### src/rtl/vga_timing_gen.sv
// Raster timing generator: pixel coordinates, active-low syncs, active-video flag and frame-start strobe.
// Optional macro SYNC_DELAY_EN adds one pix_en-gated register stage on hsync/vsync/active.
module vga_timing_gen #(
    parameter int unsigned H_ACTIVE = 32'd640,
    parameter int unsigned H_FP     = 32'd16,
    parameter int unsigned H_SYNC   = 32'd96,
    parameter int unsigned H_BP     = 32'd48,
    parameter int unsigned V_ACTIVE = 32'd480,
    parameter int unsigned V_FP     = 32'd10,
    parameter int unsigned V_SYNC   = 32'd2,
    parameter int unsigned V_BP     = 32'd33
) (
    input  logic       clk,
    input  logic       rst_n,
    input  logic       pix_en,
    output logic [9:0] vga_x,
    output logic [9:0] vga_y,
    output logic       hsync,
    output logic       vsync,
    output logic       active,
    output logic       frame_start
);

    localparam logic [9:0] H_LAST    = 10'(H_ACTIVE + H_FP + H_SYNC + H_BP - 32'd1);
    localparam logic [9:0] V_LAST    = 10'(V_ACTIVE + V_FP + V_SYNC + V_BP - 32'd1);
    localparam logic [9:0] H_ACT     = 10'(H_ACTIVE);
    localparam logic [9:0] V_ACT     = 10'(V_ACTIVE);
    localparam logic [9:0] H_SYNC_LO = 10'(H_ACTIVE + H_FP);
    localparam logic [9:0] H_SYNC_HI = 10'(H_ACTIVE + H_FP + H_SYNC);
    localparam logic [9:0] V_SYNC_LO = 10'(V_ACTIVE + V_FP);
    localparam logic [9:0] V_SYNC_HI = 10'(V_ACTIVE + V_FP + V_SYNC);

    function automatic logic in_window(input logic [9:0] cnt, input logic [9:0] lo,
                                       input logic [9:0] hi);
        return (cnt >= lo) && (cnt < hi);
    endfunction

    logic [9:0] h_cnt_r, v_cnt_r;
    logic [9:0] h_nxt_s, v_nxt_s;
    logic       hsync_nxt_s, vsync_nxt_s, active_nxt_s, frame_nxt_s;
    logic       hsync_r, vsync_r, active_r, frame_start_r;

    // Raster position after one pixel advance.
    always_comb begin
        h_nxt_s = h_cnt_r;
        v_nxt_s = v_cnt_r;
        if (h_cnt_r == H_LAST) begin
            h_nxt_s = 10'd0;
            if (v_cnt_r == V_LAST) begin
                v_nxt_s = 10'd0;
            end else begin
                v_nxt_s = v_cnt_r + 10'd1;
            end
        end else begin
            h_nxt_s = h_cnt_r + 10'd1;
        end
    end

    // Decode from the next position so the registered flags line up with the counters.
    always_comb begin
        hsync_nxt_s  = ~in_window(h_nxt_s, H_SYNC_LO, H_SYNC_HI);
        vsync_nxt_s  = ~in_window(v_nxt_s, V_SYNC_LO, V_SYNC_HI);
        active_nxt_s = (h_nxt_s < H_ACT) && (v_nxt_s < V_ACT);
        frame_nxt_s  = (h_nxt_s == 10'd0) && (v_nxt_s == 10'd0);
    end

    // Counter and decoded-flag registers; reset parks on the last blanking pixel.
    always_ff @(posedge clk or negedge rst_n) begin
        if (!rst_n) begin
            h_cnt_r       <= H_LAST;
            v_cnt_r       <= V_LAST;
            hsync_r       <= 1'b1;
            vsync_r       <= 1'b1;
            active_r      <= 1'b0;
            frame_start_r <= 1'b0;
        end else if (pix_en) begin
            h_cnt_r       <= h_nxt_s;
            v_cnt_r       <= v_nxt_s;
            hsync_r       <= hsync_nxt_s;
            vsync_r       <= vsync_nxt_s;
            active_r      <= active_nxt_s;
            frame_start_r <= frame_nxt_s;
        end else begin
            frame_start_r <= 1'b0;
        end
    end

    assign vga_x       = h_cnt_r;
    assign vga_y       = v_cnt_r;
    assign frame_start = frame_start_r;

`ifdef SYNC_DELAY_EN
    logic hsync_d_r, vsync_d_r, active_d_r;

    // One-pixel lag to match the sprite detectors' registered hit latency.
    always_ff @(posedge clk or negedge rst_n) begin
        if (!rst_n) begin
            hsync_d_r  <= 1'b1;
            vsync_d_r  <= 1'b1;
            active_d_r <= 1'b0;
        end else if (pix_en) begin
            hsync_d_r  <= hsync_r;
            vsync_d_r  <= vsync_r;
            active_d_r <= active_r;
        end
    end

    assign hsync  = hsync_d_r;
    assign vsync  = vsync_d_r;
    assign active = active_d_r;
`else
    assign hsync  = hsync_r;
    assign vsync  = vsync_r;
    assign active = active_r;
`endif

endmodule

### config.mk
export PLATFORM = sky130hd
export DESIGN_NAME = vga_timing_gen
export DESIGN_NICKNAME = d
export VERILOG_FILES = /design/src/rtl/vga_timing_gen.sv
export SDC_FILE = /design/constraint.sdc
export NUM_CORES = 1
export LEC_CHECK = 0
export CAP_MARGIN = 20
export CORE_ASPECT_RATIO = 0.7
export CORE_MARGIN = 2
export CORE_UTILIZATION = 45
export CTS_CLUSTER_DIAMETER = 100
export DETAILED_ROUTE_END_ITERATION = 7
export PLACE_DENSITY = 0.72
export SYNTH_ARGS = -nofsm -noshare
export SYNTH_HDL_FRONTEND = slang
export SYNTH_SLANG_ARGS = --single-unit
### constraint.sdc
create_clock -name clk -period 2.8 [get_ports clk]
set_clock_uncertainty 0.05 [all_clocks]
set_input_delay 0.56 -clock clk [delete_from_list [all_inputs] [get_ports clk]]
set_output_delay 0.56 -clock clk [all_outputs]
set_load 0.05 [all_outputs]
==> flow_summary_export.csv, run 1 <==
group,metric,value,unit
outcome,outcome,"complete, no violations",
synth,synth_edf_count,0,
clocking,clock_sinks,24,
layout,ff_latch_area,616,µm²
detailed_routing,num_vias,1730,
synth,synthTopCellsByCount,"nand2_1 (20), nor2_1 (14), nor3_1 (14)",
synth,synth_warnings,0,
worst_setup_path,slowest_stage,"dfstp_2",
layout,diodes,0,
placement,portBuffers,26,
timing,hold_viol_final,0,
detailed_routing,first_iter_violations,131,
clocking,cts-resized-gates,0,
timing,relSlewSlack,65.7,%
global_routing,track_usage,20.2,%
layout,fin_util,55.1,%
synth,synth_cell_types,53,
flow_run,drv_cap,0,
layout,drive_gt1_share,15.2,%
synth,ys_seq_area_share,33.6,%
power_and_ir_drop,leakagePower,0.832,nW
timing,holdWs,446,ps
worst_setup_path,worstPathRequired,2920,ps
clocking,max-clock-path-buffers,2,
synth,yosys_register_bits,24,
floorplan,io-pin-count,27,
layout,syn_to_final_growth,17.8,%
timing,fin_crit_sh,90.0,%
worst_setup_path,cp.arrival,2630,ps
global_routing,gr-total-overflow,0,
worst_setup_path,max_stage_delay,590,ps
worst_setup_path,reg2reg_from,"vga_x[0]",
detailed_routing,firstDrtPassIters,5,
timing,fin_ws,281,ps
global_routing,grt_max_degree,25,
power_and_ir_drop,total_power,0.00125,W
detailed_routing,viasPerCell,6.13,
synth,synthArstFlopShare,100,%
timing,setup-violations-final,0,
power_and_ir_drop,vdd_ir_drop_max,0.414,mV
timing,period_minus_slack,2520,ps
clocking,post_cts_buffers,0,
floorplan,chipHeight,57.4,µm
floorplan,fp.dieW,80.3,µm
timing,worst_slew_pin_slew,513,ps
worst_setup_path,r2r_slack,280,ps
detailed_routing,antenna_left,0,
timing,grt_setup_unrepaired,"no",
timing,max_freq,397,MHz
hold_path,min-delay-path-class,"reg2reg",
global_routing,antenna_found_initial,0,
floorplan,coreArea,3920,µm²
layout,fillCellCount,361,
detailed_routing,route.detailed.drc,0,
synth,synthCells,214,
floorplan,row_count,19,
placement,pre_cts_ws,170,ps
clocking,postCtsHoldBufs,0,
floorplan,start_util,46.7,%
detailed_routing,wire_per_inst,15.9,µm
layout,multi_input_area,1090,µm²
clocking,cts_buffers,3,
synth,syn_area,1830,µm²
worst_setup_path,end_kind,"flip-flop",
timing,fin_tns_setup,0,ps
worst_setup_path,worstSetupStartpointType,"flip-flop",
worst_setup_path,reg2reg_depth,8,
clocking,cts_tree,"done",
clocking,clkTransAtPathRegs,90,ps
synth,synth_top_area_cell,"dfstp_2",
clocking,worstSkewPairLatency,270,ps
global_routing,grt_pass1_vias,1457,
worst_setup_path,cp_max_fo,10,
hold_path,hold_end,"active",
synth,synth.most_common_cell,"nand2_1",
synth,synth_nets,221,
placement,place_congestion,0.865,
hold_path,worstHoldStart,"active",
clocking,cts-root-buf,"clkbuf_8",
synth,synthTopCellsByArea,"dfstp_2 (17%), dfrtp_1 (16%), xor2_1 (4.8%)",
layout,final_nets,238,
synth,ys_dominant_reg_cell,"dfstp_2",
detailed_routing,wirelength,4.48,mm
timing,slew_violations,0,
worst_setup_path,critPathKind,"reg2reg",
synth,synth_top_area_share,17.2,%
global_routing,grt_first_pass_wirelength,7.24,mm
worst_setup_path,path_cells,"ha_2 -> nand4_2 -> nor3_1 -> buf_4 -> nand4_1 -> a32oi_1 -> nor2_1 -> o41ai_1",
clocking,htreeDepth,1,
floorplan,die-area,4610,µm²
synth,synth.avg_cell_area,8.57,µm²
hold_path,hold_depth,2,
placement,hpwlAfterDp,3.25,mm
power_and_ir_drop,powerDensity,580,nW/µm²
worst_setup_path,worstReg2RegEnd,"active",
[layout by cell type, fill, tap and decap left out, drive strengths merged, types with 2 or more instances in the layout]
cell type / instances
o32a: 2
a211oi: 2
xnor2: 7
mux2: 2
or4: 2
nand2: 20
a21oi: 10
nand3: 12
o21ai: 12
nor3: 14
clkdlybuf4s50: 26
a21o: 4
nand4: 8
dfstp: 12
inv: 7
o31ai: 3
nand4b: 2
o22ai: 3
dfrtp: 12
xor2: 10
and3: 3
clkbuf: 4
buf: 6
nor2: 15
ha: 4
a31oi: 5
nand2b: 2
o41ai: 2
[worst max-delay path, delay by kind of cell, from the launching register on]
family	cells	cell delay, ps
DFF	1	590
AOI/OAI and AO/OA	2	520
and+or+nand+nor	4	730
adders and majority gates	1	280
buffers and inverters	1	230
[state kept, by name, summed over array words and instances, names as in the netlist]
name	flops
vga_x	10
vga_y	10
active	1
frame_start	1
hsync	1
vsync	1
[per-stage QoR]
stage / area, µm² / cells
after floorplan: 1830 / 214
after global placement: 2100 / 278
after detailed placement: 2100 / 278
after CTS: 2150 / 282
after global routing: 2160 / 282
final: 2160 / 282
[how the worst max path moves through the flow]
| stage | from | end | slack [ps] | depth (start not counted) |
|---|---|---|---|---|
| after CTS | vga_x[0] | frame_start | 130 | 7 |
| final | vga_x[0] | active | 280 | 8 |
| after floorplan | vga_x[0] | frame_start | 310 | 9 |
| after global routing | vga_x[0] | active | 30 | 8 |
| after detailed placement | vga_x[0] | frame_start | 170 | 7 |
| after global placement | vga_x[0] | active | 310 | 8 |
[layout make-up]
| type | count | area share, % |
|---|---|---|
| Inverter | 7 | 1.22 |
| Tap cell | 52 | 3.01 |
| Timing Repair Buffer | 32 | 14.1 |
| Clock buffer | 4 | 2.55 |
| Sequential cell | 24 | 28.5 |
| Multi-Input combinational cell | 163 | 50.6 |
[layer usage]
metal	wire length [µm]	vias to the layer above	track usage [%]
met3	444	8	6.96
met1	2140	812	31.5
met4	26	0	4.36
met5	0	-	0
li1	-	822	-
met2	1870	88	26.8
[report_power, final]
| part | total, W | leakage, nW | internal [W] | switching (W) |
|---|---|---|---|---|
| registers | 0.000536 | 0.285 | 0.000421 | 0.000116 |
| clock network | 0.000244 | 0.0288 | 0.000126 | 0.000118 |
| logic | 0.000473 | 0.518 | 0.000185 | 0.000287 |
| total | 0.00125 | 0.832 | 0.000732 | 0.000521 |
[cell families after synthesis]
group	count (synthesis)	synth area share, %
flops	24	33.6
xor+xnor	17	8.12
compound gates	52	19.2
mux	3	1.77
buf+inv	27	7.24
fa+ha+maj	4	2.73
simple gates	87	27.4
(Power assumes the default switching activity.)
==> run 2, diff against run 1 <==
--- a/config.mk
+++ b/config.mk
@@ -7,11 +7,11 @@
 export LEC_CHECK = 0
 export CAP_MARGIN = 20
 export CORE_ASPECT_RATIO = 0.7
-export CORE_MARGIN = 2
-export CORE_UTILIZATION = 45
+export CORE_MARGIN = 8
+export CORE_UTILIZATION = 30
 export CTS_CLUSTER_DIAMETER = 100
 export DETAILED_ROUTE_END_ITERATION = 7
-export PLACE_DENSITY = 0.72
+export PLACE_DENSITY = 0.53
 export SYNTH_ARGS = -nofsm -noshare
 export SYNTH_HDL_FRONTEND = slang
 export SYNTH_SLANG_ARGS = --single-unit
==> constraint.sdc (replaced) <==
create_clock -name clk -period 2.8 [get_ports clk]
set_clock_uncertainty 0.05 [all_clocks]
set_input_delay 0.84 -clock clk [delete_from_list [all_inputs] [get_ports clk]]
set_output_delay 0.84 -clock clk [all_outputs]
set_load 0.05 [all_outputs]
==> flow_summary_export.csv, run 2 (synthesis results as in run 1) <==
group,metric,value,unit
hold_path,worstHoldStart,"active",
outcome,outcome,"complete, no violations",
clocking,cts_buffers,3,
timing,period_minus_slack,2710,ps
layout,instances_no_fill,310,
timing,setup-violations-final,0,
floorplan,die-area,8910,µm²
detailed_routing,wirelength,5.02,mm
layout,final_nets,243,
worst_setup_path,worstSetupStartpointType,"flip-flop",
placement,portBuffers,26,
worst_setup_path,path_cells,"clkdlybuf4s50_1",
clocking,worstSkewPairLatency,280,ps
placement,placedCellCount,306,
worst_setup_path,reg2reg_from,"vga_x[0]",
worst_setup_path,critPathKind,"reg2out",
floorplan,row_count,23,
worst_setup_path,cp.arrival,1820,ps
worst_setup_path,max_stage_delay,850,ps
hold_path,hold_depth,2,
global_routing,grt_pass1_vias,1594,
hold_path,hold_end,"active",
detailed_routing,antenna_left,0,
timing,fin_crit_sh,96.6,%
clocking,cts-root-buf,"clkbuf_8",
clocking,cts_tree,"done",
clocking,postCtsHoldBufs,0,
floorplan,fp.dieW,109,µm
clocking,post_cts_buffers,0,
floorplan,start_util,31.5,%
timing,grt_setup_unrepaired,"no",
floorplan,io-pin-count,27,
timing,max_freq,370,MHz
global_routing,gr-total-overflow,0,
placement,hpwlAfterDp,3.76,mm
power_and_ir_drop,leakagePower,0.859,nW
timing,relSlewSlack,65.8,%
timing,slew_violations,0,
worst_setup_path,r2r_slack,210,ps
detailed_routing,viasPerCell,5.33,
worst_setup_path,worstReg2RegEnd,"frame_start",
layout,diodes,0,
worst_setup_path,critPathBufInv,1,
worst_setup_path,worstPathRequired,1910,ps
worst_setup_path,end_kind,"primary output",
layout,syn_to_final_growth,21.3,%
power_and_ir_drop,powerDensity,579,nW/µm²
global_routing,grt_max_degree,25,
global_routing,antenna_found_initial,0,
worst_setup_path,crit_family,"buffers and inverters",
worst_setup_path,cp_max_fo,13,
global_routing,grt_first_pass_wirelength,8.43,mm
hold_path,min-delay-path-class,"reg2reg",
timing,hold_viol_final,0,
detailed_routing,firstDrtPassIters,5,
layout,mostFrequentLayoutCells,"clkdlybuf4s50_1 (26), nand2_1 (20), nor3_1 (14), nor2_1 (14)",
floorplan,chipHeight,81.4,µm
placement,place_congestion,0.859,
timing,worst_slew_pin_slew,512,ps
global_routing,track_usage,11.8,%
clocking,cts-resized-gates,0,
clocking,max-clock-path-buffers,2,
detailed_routing,route.detailed.drc,0,
clocking,clock_sinks,24,
flow_run,drv_cap,0,
worst_setup_path,slowest_stage,"clkdlybuf4s50_1",
detailed_routing,first_iter_violations,98,
detailed_routing,num_vias,1652,
layout,mostFrequentLayoutCell,"clkdlybuf4s50_1",
clocking,clkTransAtPathRegs,90,ps
power_and_ir_drop,vdd_ir_drop_max,0.282,mV
worst_setup_path,reg2reg_depth,7,
clocking,htreeDepth,1,
detailed_routing,wire_per_inst,16.2,µm
timing,fin_tns_setup,0,ps
floorplan,coreArea,5810,µm²
layout,drive_gt1_share,16.6,%
## run 2: cell types whose count changed in the layout (fill, tap and decap cells not counted)
cell / delta
ha_1: +1
ha_2: -1
buf_4: +5
## run 2: worst max path at each step
stage	start	endpoint	depth (start not counted)
2_1_floorplan	vga_x[0]	frame_start	9
3_3_place_gp	vga_x[0]	active	8
3_5_place_dp	vga_x[0]	frame_start	7
4_1_cts	vga_y[2]	vga_y[2]	1
5_1_grt	vga_x[0]	frame_start	7
6_report	vga_y[2]	vga_y[2]	1
## run 2: area by class of cell
cell class | count | area, µm²
clock buffer | 4 | 55.1
fill | 614 | 3590
timing repair buffer | 37 | 343
multi-input combinational | 163 | 1090
sequential | 24 | 616
tap | 75 | 93.8
inverter | 7 | 26.3
## run 2: through the flow
stage	hold WS [ps]	total power, W	setup WS [ps]	util, %	cell area [µm²]
6_report	439	0.00129	93.8	38.2	2220
5_1_grt	487	0.00137	4.37	38.2	2220
4_1_cts	445	0.00130	84.6	38.2	2220
3_5_place_dp	418	0.00104	125	37.2	2160
3_3_place_gp	430	0.00104	253	37.2	2160
2_1_floorplan	494	0.000889	308	-	1830
## run 2: routing by layer
metal	GRT usage (%)	routed length [µm]	up-vias
li1	-	-	828
met1	17.8	2610	755
met2	15.3	1860	62
met3	4.58	521	7
met4	2.01	32	0
met5	0	0	-
## run 2: report_power, final
| part | internal, W | leakage, nW | switching [W] |
|---|---|---|---|
| clock | 0.000126 | 0.0288 | 0.000126 |
| combinational | 0.000201 | 0.546 | 0.000334 |
| sequential | 0.000420 | 0.285 | 0.0000791 |
